==> src/rtl/alu_seq.sv <==
// Registered multi-cycle ALU with start/valid handshake, registered flag word and carry-in.
// Define ALU_SEQ_MULDIV_EN to build the iterative unsigned MUL (shift-add) / DIV (restoring) path.
module alu_seq #(
   parameter int ALU_rozm_data = 8
) (
   input  logic                     clk,
   input  logic                     rst,
   input  logic                     start,
   output logic                     ready,
   input  logic [3:0]               alu_op,
   input  logic [ALU_rozm_data-1:0] a,
   input  logic [ALU_rozm_data-1:0] b,
   input  logic                     C_in,
   output logic [ALU_rozm_data-1:0] out,
   output logic [ALU_rozm_data-1:0] out_hi,
   output logic                     valid,
   output logic                     P,
   output logic                     Z,
   output logic                     S,
   output logic                     C,
   output logic                     OV
);
   localparam int W  = ALU_rozm_data;
   localparam int CW = $clog2(W);

   typedef enum logic [1:0] {IDLE, MUL, DIV, DONE} state_t;
   state_t state, state_nxt;

   logic         ld, ld_c, ld_ov;
   logic [W-1:0] ld_lo, ld_hi;

`ifdef ALU_SEQ_MULDIV_EN
   // wa: multiplicand / divisor; hi: partial product high / remainder; lo: multiplier / quotient
   logic [W-1:0]  wa, hi, lo, step_hi, step_lo;
   logic [CW-1:0] cnt;
   logic [W:0]    sum, shifted, trial;

   always_comb begin
      sum     = {1'b0, hi} + (lo[0] ? {1'b0, wa} : '0);
      shifted = {hi, lo[W-1]};
      trial   = shifted - {1'b0, wa};
      if (state == MUL) begin
         step_hi = sum[W:1];
         step_lo = {sum[0], lo[W-1:1]};
      end else begin
         // a negative trial (bit W set) means restore: keep the shifted remainder
         step_hi = trial[W] ? shifted[W-1:0] : trial[W-1:0];
         step_lo = {lo[W-2:0], ~trial[W]};
      end
   end

   always_ff @(posedge clk) begin
      if (rst) begin
         wa  <= '0;
         hi  <= '0;
         lo  <= '0;
         cnt <= '0;
      end else if (state == IDLE && start) begin
         wa  <= (alu_op == 4'd8) ? a : b;
         lo  <= (alu_op == 4'd8) ? b : a;
         hi  <= '0;
         cnt <= '0;
      end else if (state == MUL || state == DIV) begin
         hi  <= step_hi;
         lo  <= step_lo;
         cnt <= cnt + 1'b1;
      end
   end
`endif

   always_ff @(posedge clk) begin
      if (rst) state <= IDLE;
      else     state <= state_nxt;
   end

   always_comb begin
      state_nxt = state;
      ld        = 1'b0;
      ld_lo     = '0;
      ld_hi     = '0;
      ld_c      = 1'b0;
      ld_ov     = 1'b0;
      ready     = (state == IDLE);
      valid     = (state == DONE);
      case (state)
         IDLE: if (start) begin
            ld        = 1'b1;
            state_nxt = DONE;
            case (alu_op)
               4'd0: ld_lo = b;
               4'd1: ld_lo = a & b;
               4'd2: ld_lo = a | b;
               4'd3: ld_lo = a ^ b;
               4'd4: begin
                  {ld_c, ld_lo} = {1'b0, a} + {1'b0, b} + {{W{1'b0}}, C_in};
                  ld_ov = (a[W-1] == b[W-1]) && (ld_lo[W-1] != a[W-1]);
               end
               4'd5: begin
                  // bit W of the extended difference is the borrow
                  {ld_c, ld_lo} = {1'b0, a} - {1'b0, b} - {{W{1'b0}}, C_in};
                  ld_ov = (a[W-1] != b[W-1]) && (ld_lo[W-1] != a[W-1]);
               end
               4'd6: {ld_c, ld_lo} = {a, 1'b0};
               4'd7: ld_lo = ~a;
`ifdef ALU_SEQ_MULDIV_EN
               4'd8: begin
                  ld        = 1'b0;
                  state_nxt = MUL;
               end
               4'd9: begin
                  if (b == '0) begin
                     ld_lo = '1;
                     ld_hi = a;
                     ld_ov = 1'b1;
                  end else begin
                     ld        = 1'b0;
                     state_nxt = DIV;
                  end
               end
`endif
               default: ;
            endcase
         end
`ifdef ALU_SEQ_MULDIV_EN
         MUL, DIV: if (cnt == CW'(W-1)) begin
            ld        = 1'b1;
            ld_lo     = step_lo;
            ld_hi     = step_hi;
            ld_c      = (state == MUL) && (step_hi != '0);
            state_nxt = DONE;
         end
`endif
         DONE:    state_nxt = IDLE;
         default: state_nxt = IDLE;
      endcase
   end

   always_ff @(posedge clk) begin
      if (rst) begin
         out    <= '0;
         out_hi <= '0;
         P      <= 1'b0;
         Z      <= 1'b0;
         S      <= 1'b0;
         C      <= 1'b0;
         OV     <= 1'b0;
      end else if (ld) begin
         out    <= ld_lo;
         out_hi <= ld_hi;
         P      <= ~^ld_lo;
         Z      <= (ld_lo == '0);
         S      <= ld_lo[W-1];
         C      <= ld_c;
         OV     <= ld_ov;
      end
   end

endmodule

==> config.mk <==
export PLATFORM = sky130hd
export DESIGN_NAME = alu_seq
export DESIGN_NICKNAME = d
export VERILOG_FILES = /design/src/rtl/alu_seq.sv
export SDC_FILE = /design/constraint.sdc
export NUM_CORES = 1
export LEC_CHECK = 0
export ABC_AREA = 0
export ABC_CLOCK_PERIOD_IN_PS = 3300
export BUFFER_PORTS_ARGS = -buffer_cell sky130_fd_sc_hd__buf_2
export CAP_MARGIN = 20
export CORE_ASPECT_RATIO = 0.5
export CORE_MARGIN = 2
export CORE_UTILIZATION = 49
export DETAILED_ROUTE_END_ITERATION = 10
export HOLD_SLACK_MARGIN = 0.1
export PLACE_DENSITY = 0.75
export SLEW_MARGIN = 20
export SYNTH_ARGS = -nofsm -noshare
export SYNTH_HDL_FRONTEND = slang
export SYNTH_SLANG_ARGS = --single-unit
==> constraint.sdc <==
create_clock -name clk -period 3.3 [get_ports clk]
set_clock_uncertainty 0.2 [all_clocks]
set_input_delay 0.33 -clock clk [delete_from_list [all_inputs] [get_ports clk]]
set_output_delay 0.33 -clock clk [all_outputs]
set_load 0.03 [all_outputs]
==> results.txt <==
Status - finished, final reports clean
Slew @ Worst Pin - 644.6 ps
FP Rows - 17
Syn avg cell area - 7.783 um2
Gr usage total - 22.96%
Largest net degree at the start of global routing - 28
Worst Path Required - 3270 ps
CTS hold repair buffers - 0
Worst-path clk slew - 50 ps
Area grow syn2layout - 19.18%
Drt pass-1 iters - 5
Port buffer count - 38
Layout cell share with drive strength beyond 1 - 27.46%
Yosys warns - 0
Worst Hold Launch - rst
Hold Path Class - in2reg
H-tree levels - 1
Fill cells - 395
Die Y - 51.99 um
First-pass GRT wire length - 9.549 mm
Total Neg Setup Slack - 0 ps
Grt ovf - 0
NumNets Final - 409
Initial Util - 51.02%
Hold EP - state[0]$_SDFFE_PP0P_
Place WS - -292.7 ps
N_diodes - 0
Most common cell after layout, fill and taps aside - buf_2
Sequential share of the synthesized area - 11.53%
Mapped cell area - 2257 um2
Root buffer cell - clkbuf_8
Num CTS Buffers - 3
Yosys reg bits - 13
Via density - 5.663
Die ar. - 5198 um2
Vias - 2282
Die W - 99.99 um
Clk Latency, worst-skew pair - 240 ps
Storage element area - 260.3 um2
Reg2Reg Launch Point - state[0]$_SDFFE_PP0P_
Drt wl/cell - 14.64 um
Most used flip-flop cell after synthesis - dfxtp_1
DRC - 0
Final Cycle Share - 97.80%
Worst Setup End Kind - flip-flop
Hold Fails Final Rpt - 0
Routability Congestion - 0.9421
Commonest non-fill, non-tap cells in the layout - buf_2 (38), ha_1 (33), nand2_1 (27), buf_4 (27), inv_1 (26)
R2r endpoint - P$_SDFFE_PP0P_
Final HPWL DP - 4.698 mm
EDFF count, synth - 0
CP Launch Type - primary input
Cells on worst reg2reg path - 10
Clk buf depth - 2
Multi-input logic area - 1823 um2
Post-synth ARST share - 0%
Slew HR - 56.84%
PD cells - 273.6 nW/um2
Synth cell types - 63
Cells after Synth - 290
Initial DRC count - 208
Antenna violations before repair - 0
IO Count - 47
Slew Limit Fails - 0
Total Wirelength - 5.898 mm
Final setup viols - 0
Crit Path Category - in2reg
Fmax achieved - 309.9 MHz
Leak - 1.294 nW
# Max-Cap Violations - 0
CP Data Arrival Time - 3200 ps
Routed Antenna Nets - 0
Vias in the first global route - 2079
Reg2Reg Setup Slack - 970 ps
CTS sink count - 13
Core Area - 4424 um2
VDD IR-drop max - 0.1686 mV
Critical path peak fanout - 3
Setup ws final - 72.69 ps
Hold-critical path depth - 2
TritonCTS clock tree - done
Min Tclk post-route - 3227 ps
[synthesized netlist by cell type (5+ instances only)]
cell type | n | share of area (%)
xnor2_1 | 8 | 3.1
nand2_1 | 27 | 4.5
buf_4 | 9 | 3.0
nor2_1 | 25 | 4.2
nand3_1 | 5 | 1.1
nor3_1 | 8 | 1.8
o22ai_1 | 6 | 1.7
nor2b_1 | 6 | 1.7
o21ai_0 | 10 | 2.2
xor2_1 | 6 | 2.3
inv_1 | 26 | 4.3
ha_1 | 34 | 19
a21oi_1 | 18 | 4.0
dfxtp_1 | 13 | 12
mux2i_1 | 10 | 4.4
[area by class of cell]
| cell class | instances | share of cell area (%) |
|---|---|---|
| flip-flops and latches | 13 | 9.674 |
| well taps | 57 | 2.651 |
| clock buffers | 4 | 1.674 |
| inverters | 26 | 3.628 |
| repair buffers | 65 | 14.60 |
| multi-input cells | 238 | 67.77 |
[per-stage QoR]
step / area [um2] / std cells / power, mW / hold slack [ps] / utilization [%]
floorplan: 2283 / 297 / 0.4603 / 313.2 / -
global placement: 2574 / 395 / 0.5655 / 232.1 / 58.17
detailed placement: 2574 / 395 / 0.5743 / 237.0 / 58.17
CTS: 2625 / 399 / 0.7133 / 232.5 / 59.33
global route: 2690 / 403 / 0.7818 / 257.7 / 60.80
finish: 2690 / 403 / 0.7360 / 236.7 / 60.80
[report_power, final]
part           switching [mW]  internal (mW)  total, mW
logic                   0.244          0.187      0.431
clock network          0.0513         0.0849      0.136
registers             0.00375          0.165      0.169
total                   0.300          0.437      0.736
[logic make-up (layout without fill, tap and decap cells)]
group / after synthesis / in the layout / share of synthesized area (%)
XOR/XNOR: 14 / 14 / 5.432
multiplexers: 11 / 11 / 5.100
AND/OR/NAND/NOR: 93 / 93 / 20.90
buffers and inverters: 46 / 95 / 10.70
flip-flops: 13 / 13 / 11.53
other: 1 / 8 / 0.1661
adder cells (fa/ha/maj): 38 / 38 / 22.39
AO/OA/AOI/OAI: 74 / 74 / 23.78
[per-layer routing]
layer | part of all wire, % | global-route usage (%)
met2 | 45 | 39.98
met1 | 46 | 30.66
met5 | 0 | 0
met3 | 8.1 | 3.495
met4 | 1.4 | 4.566
[critical path, stage by stage]
cell     delay (ps)
buf_2           120
fa_1            590
inv_1            60
ha_2            170
o21ai_2         130
nand2_2         100
o31ai_4         260
mux2i_2         290
a21oi_2          90
o31ai_2         260
ha_1            300
xnor2_2         140
xnor2_1         150
nand2_1          80
a21oi_2         130
[registers in the layout, summed over array words and instances, names as in the netlist]
name   flops
C          1
out        8
OV         1
state      1
P          1
Z          1
[what timing repair did]
item,CTS,global route
buffers inserted,0,4
gates cloned,0,0
pin swaps,2,11
gates resized for setup,3,8
setup endpoints to repair,1,1
[how the worst max path moves through the flow]
stage                     startpoint  cells past startpoint             end
after detailed placement        a[0]                     15  P$_SDFFE_PP0P_
after CTS                       a[0]                     15  P$_SDFFE_PP0P_
after global placement          a[0]                     15  P$_SDFFE_PP0P_
final                           C_in                     15  P$_SDFFE_PP0P_
after floorplan                 a[0]                     14  P$_SDFFE_PP0P_
after global routing            C_in                     15  P$_SDFFE_PP0P_
Note: power is estimated with default switching activity, not from simulation.
